<file path="config.mk">
export PLATFORM = sky130hd
export DESIGN_NAME = rng_health_monitor
export DESIGN_NICKNAME = d
export VERILOG_FILES = /design/src/rtl/rng_health_monitor.sv
export SDC_FILE = /design/constraint.sdc
export NUM_CORES = 1
export LEC_CHECK = 0
export CAP_MARGIN = 30
export CORE_UTILIZATION = 35
export DETAILED_ROUTE_END_ITERATION = 10
export REMOVE_ABC_BUFFERS = 1
export SLEW_MARGIN = 25
export SYNTH_ARGS = -nofsm -noshare
export SYNTH_HDL_FRONTEND = slang
export SYNTH_SLANG_ARGS = --single-unit
</file>
<file path="constraint.sdc">
create_clock -name clk -period 5 [get_ports clk]
set_clock_uncertainty 0.05 [all_clocks]
set_input_delay 0.5 -clock clk [delete_from_list [all_inputs] [get_ports clk]]
set_output_delay 0.5 -clock clk [all_outputs]
set_load 0.005 [all_outputs]
</file>
<file path="src/rtl/rng_health_monitor.sv">
// rtl/rng_health_monitor.sv - RNG byte health tests (repetition + proportion) gating a small output FIFO
module rng_health_monitor #(
    parameter int RCT_CUTOFF    = 4,
    parameter int APT_WINDOW    = 512,
    parameter int APT_CUTOFF    = 13,
    parameter int STARTUP_BYTES = 1024,
    parameter int FIFO_DEPTH    = 16
) (
    input  logic        clk,
    input  logic        reset,
    input  logic [7:0]  in_byte,
    input  logic        in_valid,
    output logic [7:0]  out_byte,
    output logic        out_valid,
    input  logic        out_ready,
    input  logic        clear_fail,
    output logic        rct_fail,
    output logic        apt_fail,
    output logic [15:0] drop_count
);

    localparam int RW = $clog2(RCT_CUTOFF + 1);
    localparam int WW = $clog2(APT_WINDOW);
    localparam int CW = $clog2(APT_CUTOFF + 1);
    localparam int SW = $clog2(STARTUP_BYTES + 1);
    localparam int AW = $clog2(FIFO_DEPTH);

    typedef enum logic [1:0] {ST_STARTUP, ST_RUN, ST_FAIL} state_t;

    state_t        state_q, state_d;
    logic [7:0]    last_byte_q, last_byte_d;
    logic [RW-1:0] run_len_q, run_len_d;
    logic [WW-1:0] win_pos_q, win_pos_d;
    logic [7:0]    ref_byte_q, ref_byte_d;
    logic [CW-1:0] ref_cnt_q, ref_cnt_d;
    logic [SW-1:0] su_cnt_q, su_cnt_d;
    logic          rct_fail_q, rct_fail_d;
    logic          apt_fail_q, apt_fail_d;
    logic [15:0]   drop_q, drop_d;
    logic [AW:0]   wr_ptr_q, wr_ptr_d;
    logic [AW:0]   rd_ptr_q, rd_ptr_d;
    logic [7:0]    mem_q [FIFO_DEPTH];

    logic          accept;
    logic [RW-1:0] rct_run;
    logic [CW-1:0] apt_cnt;
    logic          rct_trip, apt_trip, fail_now;
    logic          push, pop, full, empty, wr_en;
    logic [SW-1:0] su_next;

    // run_len_q == 0 marks "no byte seen since reset/clear"
    always_comb begin
        accept   = in_valid && (state_q != ST_FAIL);
        rct_run  = (run_len_q == '0 || in_byte != last_byte_q) ? RW'(1) : run_len_q + 1'b1;
        if (win_pos_q == '0)
            apt_cnt = CW'(1);
        else if (in_byte == ref_byte_q)
            apt_cnt = ref_cnt_q + 1'b1;
        else
            apt_cnt = ref_cnt_q;
        rct_trip = accept && (rct_run >= RW'(RCT_CUTOFF));
        apt_trip = accept && (apt_cnt >= CW'(APT_CUTOFF));
        fail_now = rct_trip || apt_trip;
        su_next  = su_cnt_q + 1'b1;
    end

    always_comb begin
        state_d     = state_q;
        last_byte_d = last_byte_q;
        run_len_d   = run_len_q;
        win_pos_d   = win_pos_q;
        ref_byte_d  = ref_byte_q;
        ref_cnt_d   = ref_cnt_q;
        su_cnt_d    = su_cnt_q;
        rct_fail_d  = rct_fail_q;
        apt_fail_d  = apt_fail_q;
        if (state_q == ST_FAIL) begin
            if (clear_fail) begin
                state_d     = ST_STARTUP;
                last_byte_d = '0;
                run_len_d   = '0;
                win_pos_d   = '0;
                ref_byte_d  = '0;
                ref_cnt_d   = '0;
                su_cnt_d    = '0;
                rct_fail_d  = 1'b0;
                apt_fail_d  = 1'b0;
            end
        end else if (in_valid) begin
            last_byte_d = in_byte;
            run_len_d   = rct_run;
            win_pos_d   = win_pos_q + 1'b1;
            ref_cnt_d   = apt_cnt;
            if (win_pos_q == '0)
                ref_byte_d = in_byte;
            if (fail_now) begin
                rct_fail_d = rct_fail_q || rct_trip;
                apt_fail_d = apt_fail_q || apt_trip;
                state_d    = ST_FAIL;
            end else if (state_q == ST_STARTUP) begin
                su_cnt_d = su_next;
                if (su_next == SW'(STARTUP_BYTES))
                    state_d = ST_RUN;
            end
        end
    end

    // FIFO is held flushed for as long as the block sits in FAIL
    always_comb begin
        empty     = (wr_ptr_q == rd_ptr_q);
        full      = (wr_ptr_q[AW] != rd_ptr_q[AW]) && (wr_ptr_q[AW-1:0] == rd_ptr_q[AW-1:0]);
        out_valid = !empty && (state_q != ST_FAIL);
        out_byte  = out_valid ? mem_q[rd_ptr_q[AW-1:0]] : 8'h00;
        pop       = out_valid && out_ready;
        push      = accept && (state_q == ST_RUN) && !fail_now;
        wr_en     = push && (!full || pop);
        wr_ptr_d  = wr_ptr_q;
        rd_ptr_d  = rd_ptr_q;
        drop_d    = drop_q;
        if (state_q == ST_FAIL) begin
            wr_ptr_d = '0;
            rd_ptr_d = '0;
        end else begin
            if (wr_en)
                wr_ptr_d = wr_ptr_q + 1'b1;
            if (pop)
                rd_ptr_d = rd_ptr_q + 1'b1;
            if (push && !wr_en && drop_q != 16'hFFFF)
                drop_d = drop_q + 16'd1;
        end
    end

    always_ff @(posedge clk or negedge reset) begin
        if (!reset) begin
            state_q     <= ST_STARTUP;
            last_byte_q <= '0;
            run_len_q   <= '0;
            win_pos_q   <= '0;
            ref_byte_q  <= '0;
            ref_cnt_q   <= '0;
            su_cnt_q    <= '0;
            rct_fail_q  <= 1'b0;
            apt_fail_q  <= 1'b0;
            drop_q      <= '0;
            wr_ptr_q    <= '0;
            rd_ptr_q    <= '0;
        end else begin
            state_q     <= state_d;
            last_byte_q <= last_byte_d;
            run_len_q   <= run_len_d;
            win_pos_q   <= win_pos_d;
            ref_byte_q  <= ref_byte_d;
            ref_cnt_q   <= ref_cnt_d;
            su_cnt_q    <= su_cnt_d;
            rct_fail_q  <= rct_fail_d;
            apt_fail_q  <= apt_fail_d;
            drop_q      <= drop_d;
            wr_ptr_q    <= wr_ptr_d;
            rd_ptr_q    <= rd_ptr_d;
        end
    end

    always_ff @(posedge clk) begin
        if (wr_en)
            mem_q[wr_ptr_q[AW-1:0]] <= in_byte;
    end

    assign rct_fail   = rct_fail_q;
    assign apt_fail   = apt_fail_q;
    assign drop_count = drop_q;

endmodule

</file>
==> out/qor.csv <==
metric,value,unit
Worst Hold Class,primary input to asynchronous set/reset pin,
main flop type after synthesis,edfxtp_1,
global route overflow,0,
RSZ-0062 raised after global routing,no,
GRT Overall Usage,16.5,%
root buf cell,clkbuf_16,
Synth Instances,640,
Critical Path AT,3.45,ns
area fraction of the dominant cell type after synthesis,42.0,%
clock power share,28.7,%
Sw Pwr,1.59,mW
"Clk pin slew, worst setup/hold paths",0.06,ns
register area,5670,sq um
# resized after CTS,0,
CTS tree,done,
Cell Int Power,3.51,mW
Via density,5.49,
FILL cells,2287,
grt peak-use layer,met2,
area grow syn2layout,16.1,%
"Core Util, Final",41.8,%
CP Capture Type,output port,
"Slowest-stage cell, CP",dfrtp_2,
Yosys Warn Count,0,
largest net degree at the start of global routing,74,
DRT antenna net count,0,
met1 usage,22.9,%
hold_ws,-0.0272,ns
number of synthesized flops with an enable pin,128,
initial antenna violation count,0,
crit path kind,flop to output port,
Post-CTS Setup Bufs,0,
met2 Track Usage GR,26.0,%
dpl ws,0.922,ns
"area leader, netlist",edfxtp_1,
Nets,716,
"critical path, cell by cell","buf_4, mux4_2, mux4_2, and2_1, clkdlybuf4s50_1",
CTS Buf Count,22,
wire per inst,20.3,um
worst rel slew slack,39.2,%
"Req. time, crit path",4.45,ns
overall routed net length,21100,um
Worst-Skew Late Latency,0.51,ns
Comb pwr share,27.4,%
max cap viols,0,
Clock Tree Buf Depth,3,
vias,5691,
final slew viol count,0,
GR Util met3,3.05,%
Seq pwr share,43.9,%
Tcrit/Tclk final,80.0,%
HPWL Detailed,14000,um
Critical Path Most Common Cell,mux4_2,
die area,26800,sq um
Initial Util,36.0,%
Final GP Congestion,0.813,
hold_buf cts,0,
crit start category,flop,
layout cells sized above 1,16.0,%
first-pass GRT wire length,34000,um
"slowest stage delay, CP",0.91,ns
"Avg Cell Area, Syn",14.3,sq um
#FFs+latches synth,201,
Slew @ Worst Pin,0.912,ns
Synth async-reset ratio,36.3,%
"Hold Vio Cnt, Final",54,
fmax,0.250,GHz
Crit Path Max Fanout,27,
vias in the first global route,5833,
Die Span X,164,um
status,"complete, but fails checks",
number of remaining DRC errors,0,
most numerous cell in the Yosys netlist,edfxtp_1,
Sink Count,201,
Die Span Y,164,um
Tmin final,4.00,ns
Tot Pwr,5.11,mW
Peak VDD IR,0.305,mV
worst setup margin,0.999,ns
Synth cell types,59,
switch share,31.2,%
Final setup viols,0,
footprint of the multi-input gates,3290,sq um
Power per Cell Area,481,nW/um^2
Core ar.,25400,sq um
Synth Cell Area,9150,sq um
floorplan row count,58,
ranking of synthesized cells by area,"edfxtp_1 (42%), dfrtp_1 (20%), mux4_2 (9.8%)",
"Seq/Total Area, Yosys",62.0,%
Synth top cells by count,"edfxtp_1 (128), dfrtp_1 (73), nand2_1 (49)",
static leakage,3.89,nW
Clock H-tree levels,1,
starting DRC count in detailed routing,431,
PortBufs,39,
First-pass DRT Iterations,5,
setup TNS,0,ns
IO Pins,40,
failing checks,hold timing,
worst max-delay path: cells and delay by family (launching register included):
kind,cells,cell delay (ns)
multiplexers,2,1.03
flip-flops,1,0.91
buffers and inverters,2,0.82
AND/OR/NAND/NOR,1,0.17
metal layers:
metal / up-vias / part of all wire (%)
met5: - / 0
met2: 185 / 47
met1: 2899 / 45
li1: 2568 / -
met3: 39 / 5.4
met4: 0 / 3.2
per-stage QoR:
stage	instances	instance area (sq um)
floorplan	608	9010
global placement	995	9960
detailed placement	997	9970
CTS	1036	10600
global route	1036	10600
finish	1037	10600
kinds of logic (layout without fill, tap and decap cells):
kind of cell / count (synthesis) / count (layout) / share of synthesized area, %
AND/OR/NAND/NOR: 203 / 203 / 13.0
adder cells (fa/ha/maj): 12 / 12 / 1.64
flip-flops: 201 / 201 / 62.0
multiplexers: 49 / 49 / 10.9
XOR/XNOR: 42 / 42 / 4.02
other: 0 / 1 / 0
AO/OA/AOI/OAI: 85 / 85 / 6.32
buffers and inverters: 48 / 114 / 2.20
final timing paths:
kind	start	end	slack, ns	cells after the start
max	rd_ptr_q[0]	out_byte[7]	1.0	5
min	reset	drop_count[0]	-0.03	1
max reg2reg	state_q[1]	mem_q[9][6]	1.38	7
min reg2reg	ref_byte_q[4]	ref_byte_q[4]	0.45	2
max in group asynchronous	reset	rd_ptr_q[0]	4.45	1
min in group clk	ref_byte_q[4]	ref_byte_q[4]	0.45	2
placed cells by master (no fill, tap or decap), types with 16 or more instances in the layout:
master	netlist	routed
inv_1	16	16
nand3_1	36	36
nor2_1	25	25
o21ai_0	27	27
clkdlybuf4s50_1	0	38
xor2_1	39	39
buf_4	1	19
clkbuf_16	0	22
dfrtp_1	73	72
edfxtp_1	128	128
mux4_2	40	40
nand2_1	49	49
o31ai_1	16	16
cell type report:
type                       count  area share (%)
antenna                        1          0.0236
inverter                      16           0.566
multi-input combinational    391            31.0
timing repair buffer          59            5.08
sequential                   201            53.4
tap                          330            3.89
clock inverter                 9           0.495
clock buffer                  30            5.56
power groups by stage:
stage	Sequential, mW	Combinational (mW)	Clock (mW)
floorplan	2.23	0.871	0
global placement	2.27	1.38	0
detailed placement	2.27	1.41	0
CTS	2.24	1.41	1.50
global route	2.29	1.54	1.56
finish	2.24	1.40	1.46
state kept, by name, summed over array words and instances, names as in the netlist:
signal       count
rd_ptr_q         5
ref_cnt_q        4
mem_q          128
rct_fail         1
su_cnt_q        11
ref_byte_q       8
run_len_q        3
state_q          2
wr_ptr_q         5
apt_fail         1
drop_count      16
win_pos_q        9
last_byte_q      8
No activity file was read; power rests on OpenSTA's default activity.
